[config.mk]
export PLATFORM = sky130hd
export DESIGN_NAME = muldiv_ctrl
export DESIGN_NICKNAME = d
export VERILOG_FILES = /design/src/rtl/muldiv_ctrl_pkg.sv /design/src/rtl/muldiv_ctrl_result_cache.sv /design/src/rtl/muldiv_ctrl.sv
export SDC_FILE = /design/constraint.sdc
export NUM_CORES = 1
export LEC_CHECK = 0
export BUFFER_PORTS_ARGS = -buffer_cell sky130_fd_sc_hd__buf_2
export CORE_MARGIN = 2
export CORE_UTILIZATION = 59
export DETAILED_ROUTE_END_ITERATION = 10
export PLACE_DENSITY = 0.88
export SETUP_SLACK_MARGIN = 0.4
export SLEW_MARGIN = 0
export SYNTH_ARGS = -nofsm -noshare
export SYNTH_HDL_FRONTEND = slang
export SYNTH_SLANG_ARGS = --single-unit
[constraint.sdc]
create_clock -name clk -period 5.4 [get_ports clk]
set_input_delay 0.54 -clock clk [delete_from_list [all_inputs] [get_ports clk]]
set_output_delay 0.54 -clock clk [all_outputs]
set_load 0.02 [all_outputs]
[src/rtl/muldiv_ctrl_pkg.sv]
// Shared types and constants for the multiply/divide sequencing controller.
`default_nettype none

package muldiv_ctrl_pkg;

  typedef logic [63:0] word_t;

  typedef enum logic [1:0] {
    MD_MUL = 2'd0,
    MD_DIV = 2'd1,
    MD_REM = 2'd2
  } md_op_t;

  typedef enum logic [1:0] {
    IDLE = 2'd0,
    RUN  = 2'd1,
    RESP = 2'd2
  } md_state_t;

  typedef struct packed {
    word_t  a;
    word_t  b;
    md_op_t op;
    logic   unsign;
    logic   word;
  } md_req_t;

  // Datapath iteration counts (cycles dp_busy stays high after dp_en rises).
  localparam int N_MUL   = 16;
  localparam int N_MUL_W = 8;
  localparam int N_DIV   = 64;
  localparam int N_DIV_W = 32;

  function automatic int md_latency(input md_op_t op, input logic word);
    if (op == MD_MUL) return word ? N_MUL_W : N_MUL;
    return word ? N_DIV_W : N_DIV;
  endfunction

  function automatic word_t sext32(input logic [31:0] x);
    return {{32{x[31]}}, x};
  endfunction

endpackage

`default_nettype wire

[src/rtl/muldiv_ctrl_result_cache.sv]
// Single-entry result cache keyed on the full request (operands and control).
`default_nettype none

module md_result_cache
  import muldiv_ctrl_pkg::*;
(
  input  logic    clk,
  input  logic    reset,
  input  logic    wr_en,
  input  md_req_t wr_key,
  input  word_t   wr_data,
  input  md_req_t rd_key,
  output logic    hit,
  output word_t   rd_data
);

  logic    valid;
  md_req_t key;
  word_t   data;

  always_ff @(posedge clk or negedge reset) begin
    if (!reset) begin
      valid <= 1'b0;
      key   <= '0;
      data  <= '0;
    end else if (wr_en) begin
      valid <= 1'b1;
      key   <= wr_key;
      data  <= wr_data;
    end
  end

  assign hit     = valid && (key == rd_key);
  assign rd_data = data;

endmodule

`default_nettype wire

[src/rtl/muldiv_ctrl.sv]
// Sequencing controller for the iterative multiply/divide datapath: request
// latch, divide-by-zero and repeat-request fast paths, registered response.
`default_nettype none

module muldiv_ctrl
  import muldiv_ctrl_pkg::*;
(
  input  logic   clk,
  input  logic   reset,
  input  logic   flush,
  input  logic   req_valid,
  output logic   req_ready,
  input  word_t  req_a,
  input  word_t  req_b,
  input  md_op_t req_op,
  input  logic   req_unsign,
  input  logic   req_word,
  output logic   resp_valid,
  input  logic   resp_ready,
  output word_t  resp_data,
  output logic   dp_en,
  output word_t  dp_a,
  output word_t  dp_b,
  output md_op_t dp_op,
  output logic   dp_unsign,
  output logic   dp_word,
  input  logic   dp_busy,
  input  word_t  dp_data
);

  md_state_t state;
  md_req_t   cur;
  md_req_t   req_in;
  logic      accept;
  logic      div_zero;
  word_t     zero_res;
  logic      cache_hit;
  word_t     cache_data;
  logic      capture;

  assign req_in = '{a: req_a, b: req_b, op: req_op, unsign: req_unsign, word: req_word};

  assign req_ready = (state == IDLE) && !flush;
  assign dp_en     = (state == RUN) && !flush;
  assign accept    = req_valid && req_ready;
  assign capture   = dp_en && !dp_busy;

  // Word variants only look at the low 32 bits of the divisor.
  assign div_zero = (req_op != MD_MUL) &&
                    (req_word ? (req_b[31:0] == 32'd0) : (req_b == 64'd0));
  assign zero_res = (req_op == MD_DIV) ? '1 :
                    (req_word ? sext32(req_a[31:0]) : req_a);

  md_result_cache u_cache (
    .clk     (clk),
    .reset   (reset),
    .wr_en   (capture),
    .wr_key  (cur),
    .wr_data (dp_data),
    .rd_key  (req_in),
    .hit     (cache_hit),
    .rd_data (cache_data)
  );

  always_ff @(posedge clk or negedge reset) begin
    if (!reset) begin
      state      <= IDLE;
      cur        <= '0;
      resp_valid <= 1'b0;
      resp_data  <= '0;
    end else begin
      case (state)
        IDLE: begin
          if (accept) begin
            cur <= req_in;
            if (div_zero) begin
              resp_data  <= zero_res;
              resp_valid <= 1'b1;
              state      <= RESP;
            end else if (cache_hit) begin
              resp_data  <= cache_data;
              resp_valid <= 1'b1;
              state      <= RESP;
            end else begin
              state <= RUN;
            end
          end
        end
        RUN: begin
          if (flush) begin
            state <= IDLE;
          end else if (!dp_busy) begin
            resp_data  <= dp_data;
            resp_valid <= 1'b1;
            state      <= RESP;
          end
        end
        RESP: begin
          // A flush coinciding with resp_ready still counts as a dropped result.
          if (flush || resp_ready) begin
            resp_valid <= 1'b0;
            state      <= IDLE;
          end
        end
        default: begin
          resp_valid <= 1'b0;
          state      <= IDLE;
        end
      endcase
    end
  end

  assign dp_a      = cur.a;
  assign dp_b      = cur.b;
  assign dp_op     = cur.op;
  assign dp_unsign = cur.unsign;
  assign dp_word   = cur.word;

endmodule

`default_nettype wire

==> results of run 1 <==
[final timing paths]
check                           startpoint            endpoint  slack (ns)  cells after the start
max in group asynchronous            reset             dp_b[2]        3.87                      2
max                        u_cache.key[81]        resp_data[8]        1.51                      9
min reg2reg                  resp_data[53]       resp_data[53]        0.48                      1
min                                  reset       resp_data[22]       0.002                      1
max reg2reg                u_cache.key[81]        resp_data[8]        1.51                      9
min in group clk                dp_data[2]  u_cache.rd_data[2]        0.26                      2
[registers in the layout, indices dropped and copies added (netlist names)]
| name | flops |
|---|---|
| dp_a | 64 |
| dp_unsign | 1 |
| dp_op | 2 |
| resp_valid | 1 |
| u_cache.valid | 1 |
| u_cache.key | 132 |
| resp_data | 64 |
| state | 2 |
| u_cache.rd_data | 64 |
| dp_b | 64 |
| dp_word | 1 |
[per-stage QoR]
step	power (mW)	hold slack [ns]
3_3_place_gp	8.04	0.448
5_1_grt	11.6	0.0624
4_1_cts	11.1	0.0649
6_report	11.1	0.00172
2_1_floorplan	6.84	0.244
3_5_place_dp	8.23	0.462
[where the power goes]
group	internal [mW]	switching [mW]	total [mW]
Clock	1.66	1.16	2.82
Combinational	1.58	1.87	3.45
Sequential	4.06	0.736	4.79
Total	7.29	3.77	11.1
[Yosys cell counts, types with 3 or more instances]
library cell	n
dfrtp_1	396
mux2_2	359
xnor2_1	83
clkbuf_1	77
nand2_1	77
nor2_1	68
a21oi_1	67
o21ai_0	47
nor3_1	35
o31ai_1	33
inv_1	31
nor4_1	28
nand4_1	27
mux2_1	22
nand2b_1	21
nor2b_1	18
xor2_1	10
o22ai_1	9
o2111ai_1	6
buf_6	5
a2111o_1	4
a22o_1	3
nand3_1	3
[routing by layer]
metal / up-vias / wire length, µm
li1: 5864 / -
met1: 6843 / 21700
met2: 678 / 24900
met3: 162 / 4120
met4: 0 / 2900
met5: - / 0
[layout make-up]
cell class                 instances  area share
sequential                       396       0.458
clock inverter                    20     0.00723
tap                              390      0.0226
inverter                          31     0.00538
antenna                            4    0.000463
multi-input combinational        936       0.351
clock buffer                      55      0.0555
timing repair buffer             412      0.0995
[logic make-up after synthesis]
kind of cell / synth area share
flops: 0.552
mux: 0.239
simple gates: 0.0765
compound gates: 0.0604
buf+inv: 0.0264
xor+xnor: 0.0454
==> flow_summary.yaml, run 1 <==
detailed_routing:
  via_per_inst: 6.04
  avgRoutedWirePerCell_um: 23.9
  wl_um: 53600
  drtIter0Drc: 947
  drc: 0
  via_count: 13500
  drtPass1Iterations: 6
  ant_nets: 0
timing:
  skew_ns: 0.0119
  period_needed_ns: 3.89
  tightest_slew_ns: 1.25
  rsz0062_at_grt: "no"
  drv_slew: 0
  hold_viol: 0
  setup_slack_ns: 1.51
  setup_viol: 0
  slew-limit-headroom: 0.163
  max_freq_ghz: 0.257
  finalCritPeriodShare: 0.720
  tns_ns: 0
yosys:
  async_flop_share: 1.00
  ys_types: 38
  syn_inst: 1447
  synthFlopType: "dfrtp_1"
  ys_top_cells_by_area: "dfrtp_1 55%, mux2_2 23%, xnor2_1 4.1%"
  synth_top_area_cell: "dfrtp_1"
  netlist_area_um2: 17900
  synth_edf_count: 0
  synth_nets: 1649
  synth_top_area_frac: 0.552
  seq_area_frac_synth: 0.552
  yosysWarnings: 0
  postSynthAreaPerCell_um2: 12.4
  yosys_register_bits: 396
grt:
  grt.met2_usage: 0.530
  grt_max_degree: 174
  first_global_vias: 14000
  grtUsageMet1: 0.448
  grtUsageMet3: 0.0614
  antenna_found_initial: 4
  grt_use_total: 0.336
  grt-ovfl-total: 0
  grt_busiest_layer: "met2"
  grt_pass1_wl_um: 80700
run_status:
  outcome: "finished, final reports clean"
placement:
  dpl-instance-area_um2: 20300
  placed_cells: 2165
  place_congestion: 0.913
  pre_cts_slack_ns: 1.29
  io_buffers: 400
  dp_hpwl_um: 38100
clocking:
  cts_tree: "done"
  cts_buffers: 41
  cts.sinks: 396
  clock_path_buffers: 3
  cts_root_buf: "clkbuf_16"
  h-tree-depth: 2
  cts.repair.resized: 0
  hold_buffers: 0
  clock_latency_ns: 0.53
  clkTransAtPathRegs_ns: 0.06
  post-cts-setup-buffers: 0
setup_path:
  crit_chain: "xnor2_1, nand4_1, nor4_1, nand4_1, nor4_2, o211ai_1, a211oi_4, buf_12, mux2_2"
  cp_common_cell: "nand4_1"
  critPathRequiredTime_ns: 5.81
  worst-path-buf-inv: 1
  cp-start-kind: "flip-flop"
  cp_slowest_cell: "nor4_1"
  slowest_delay_ns: 0.72
  worstSetupPathType: "reg2reg"
  crit_family: "simple AND/OR/NAND/NOR gates"
  critPathCaptureType: "flip-flop"
  crit_fanout: 65
  crit_arrival_ns: 4.30
floorplan:
  die-width_um: 178
  core_area_um2: 29800
  dieArea_um2: 31800
  rows: 63
  start_util: 0.602
  die_y_um: 178
  io_pins: 401
layout:
  layout_common_cells: "399 x buf_2, 396 x dfrtp_1, 359 x mux2_2"
  multi_input_area_um2: 7600
  layout_commonest_cell: "buf_2"
  stdcell_area_um2: 21600
  syn2layout_area_growth_pct: 20.6
  regArea_um2: 9910
  fin_util: 0.726
  n_fill_cell: 2010
  post_layout_nonfiller_instances: 2244
  drive_gt1_frac: 0.460
  fin_nets: 2020
flow_run:
  maxCapViolCount: 0
power_and_ir_drop:
  leakage_nw: 9.66
  power.density_nw_per_um2: 511
  peakVddDrop_v: 0.000303
min_path:
  hp-class: "in2async"
Note: power is estimated with default switching activity, not from simulation.
==> run 2, diff against run 1 <==
--- a/config.mk
+++ b/config.mk
@@ -7,9 +7,9 @@
 export LEC_CHECK = 0
 export BUFFER_PORTS_ARGS = -buffer_cell sky130_fd_sc_hd__buf_2
 export CORE_MARGIN = 2
-export CORE_UTILIZATION = 59
+export CORE_UTILIZATION = 49
 export DETAILED_ROUTE_END_ITERATION = 10
-export PLACE_DENSITY = 0.88
+export PLACE_DENSITY = 0.78
 export SETUP_SLACK_MARGIN = 0.4
 export SLEW_MARGIN = 0
 export SYNTH_ARGS = -nofsm -noshare
==> constraint.sdc (replaced) <==
create_clock -name clk -period 3.15 [get_ports clk]
set_input_delay 0.315 -clock clk [delete_from_list [all_inputs] [get_ports clk]]
set_output_delay 0.315 -clock clk [all_outputs]
set_load 0.02 [all_outputs]
==> run 2 against run 1 <==
Utilization down 8.9 points. Largest power group unchanged. The run now ends with setup timing left. Power rose by 77%. Cell area increased by 7.0%. Largest cell class unchanged. Clock power increased by 78%.
==> flow_summary.yaml, run 2 (synthesis gave the netlist of run 1 again) <==
detailed_routing:
  ant_nets: 0
  drtPass1Iterations: 8
  avgRoutedWirePerCell_um: 23.2
  wl_um: 56900
  drtIter0Drc: 969
  via_count: 13900
  via_per_inst: 5.66
  drc: 0
floorplan:
  dieArea_um2: 38200
  core_area_um2: 36300
  die-width_um: 195
  start_util: 0.494
  rows: 70
  die_y_um: 195
  io_pins: 401
timing:
  hold_viol: 0
  tightest_slew_ns: 0.765
  whs_ns: 0.0220
  setup_slack_ns: -0.167
  setup_viol: 62
  drv_slew: 0
  max_freq_ghz: 0.302
  rsz0062_at_grt: "yes"
  tns_ns: -6.53
  finalCritPeriodShare: 1.05
  slew-limit-headroom: 0.490
  period_needed_ns: 3.32
  skew_ns: 0.0193
min_path:
  whs_endpoint: "u_cache.rd_data[60]"
  min_from: "dp_data[60]"
  min_path_cells: 2
  hp-class: "in2reg"
grt:
  antenna_found_initial: 8
  grt_use_total: 0.298
  grt_max_degree: 129
  grt-ovfl-total: 0
  first_global_vias: 14500
  grt_pass1_wl_um: 86300
setup_path:
  crit_arrival_ns: 3.75
  r2r_end: "resp_data[9]"
  worstSetupPathType: "reg2reg"
  critPathCaptureType: "flip-flop"
  critPathRequiredTime_ns: 3.58
  r2r_cells: 11
  crit_fanout: 16
  cp-start-kind: "flip-flop"
  r2r_setup_slack_ns: -0.17
  r2r-start: "u_cache.key[118]"
clocking:
  clock_latency_ns: 0.56
  cts_root_buf: "clkbuf_16"
  cts_tree: "done"
  cts_buffers: 43
  cts.sinks: 396
  clkTransAtPathRegs_ns: 0.06
  h-tree-depth: 2
  clock_path_buffers: 3
flow_run:
  maxCapViolCount: 0
power_and_ir_drop:
  peakVddDrop_v: 0.000492
  finalPower_mw: 19.6
  leakage_nw: 10.4
  power.density_nw_per_um2: 845
placement:
  io_buffers: 400
  dp_hpwl_um: 41000
  place_congestion: 0.912
  placed_cells: 2312
  dpl-instance-area_um2: 21000
layout:
  fin_nets: 2145
  syn2layout_area_growth_pct: 29.0
  largest_register_ffs: 132
  layout_commonest_cell: "buf_2"
  top_register: "u_cache.key"
  post_layout_nonfiller_instances: 2449
  layout_common_cells: "399 x buf_2, 396 x dfrtp_1, 350 x mux2_2"
  stdcell_area_um2: 23100
  drive_gt1_frac: 0.473
run_status:
  violations: "setup timing"
  outcome: "finished with violations"
## run 2: worst max-delay path by stage
| stage | from | to | slack [ns] | depth (start not counted) |
|---|---|---|---|---|
| 2_1_floorplan | u_cache.key[62] | resp_data[45] | 0.44 | 10 |
| 3_3_place_gp | req_a[26] | resp_data[62] | -0.49 | 11 |
| 3_5_place_dp | req_a[50] | resp_data[54] | -0.59 | 12 |
| 4_1_cts | u_cache.key[118] | resp_data[54] | -0.10 | 11 |
| 5_1_grt | u_cache.key[118] | resp_data[9] | -0.26 | 11 |
| 6_report | u_cache.key[118] | resp_data[9] | -0.17 | 11 |
## run 2: stage by stage
| step | setup slack [ns] | util |
|---|---|---|
| 2_1_floorplan | 0.440 | - |
| 3_3_place_gp | -0.486 | 0.579 |
| 3_5_place_dp | -0.594 | 0.579 |
| 4_1_cts | -0.104 | 0.636 |
| 5_1_grt | -0.261 | 0.637 |
| 6_report | -0.167 | 0.637 |
## run 2: timing repair
action                                  4_1_cts  5_1_grt
cloned                                        0        0
pin swaps                                     7        1
gates resized for setup                      21        2
endpoints found under the setup margin       67       65
hold endpoints to repair                    135        0
hold buffers                                 54        0
setup buffers                                 0        0
## run 2: area by class of cell
class | instances | area (µm²)
inverter | 31 | 116
multi-input combinational | 936 | 7740
sequential | 396 | 9910
timing repair buffer | 535 | 3360
tap | 468 | 586
clock buffer | 60 | 1290
fill | 2752 | 13200
antenna | 6 | 15.0
clock inverter | 17 | 123
## run 2: critical path, stage by stage, from the launching register on
cell	delay, ns
dfrtp_1	0.41
xnor2_2	0.19
buf_4	0.14
nand4_1	0.26
nor4_4	0.41
nand4_1	0.21
nor4_4	0.32
o211ai_1	0.18
a211oi_4	0.29
buf_12	0.20
buf_12	0.18
mux2_2	0.36
## run 2: report_power, final
| group | internal, mW | switching [mW] |
|---|---|---|
| clock | 2.94 | 2.09 |
| sequential | 6.95 | 1.29 |
| combinational | 3.01 | 3.26 |
| total | 12.9 | 6.65 |
## run 2: layer usage
metal,vias to the layer above,global-route usage,part of all wire
met5,-,0,0.00023
met4,2,0.139,0.048
met3,147,0.0675,0.073
met2,582,0.465,0.46
met1,6993,0.396,0.42
li1,6131,-,-
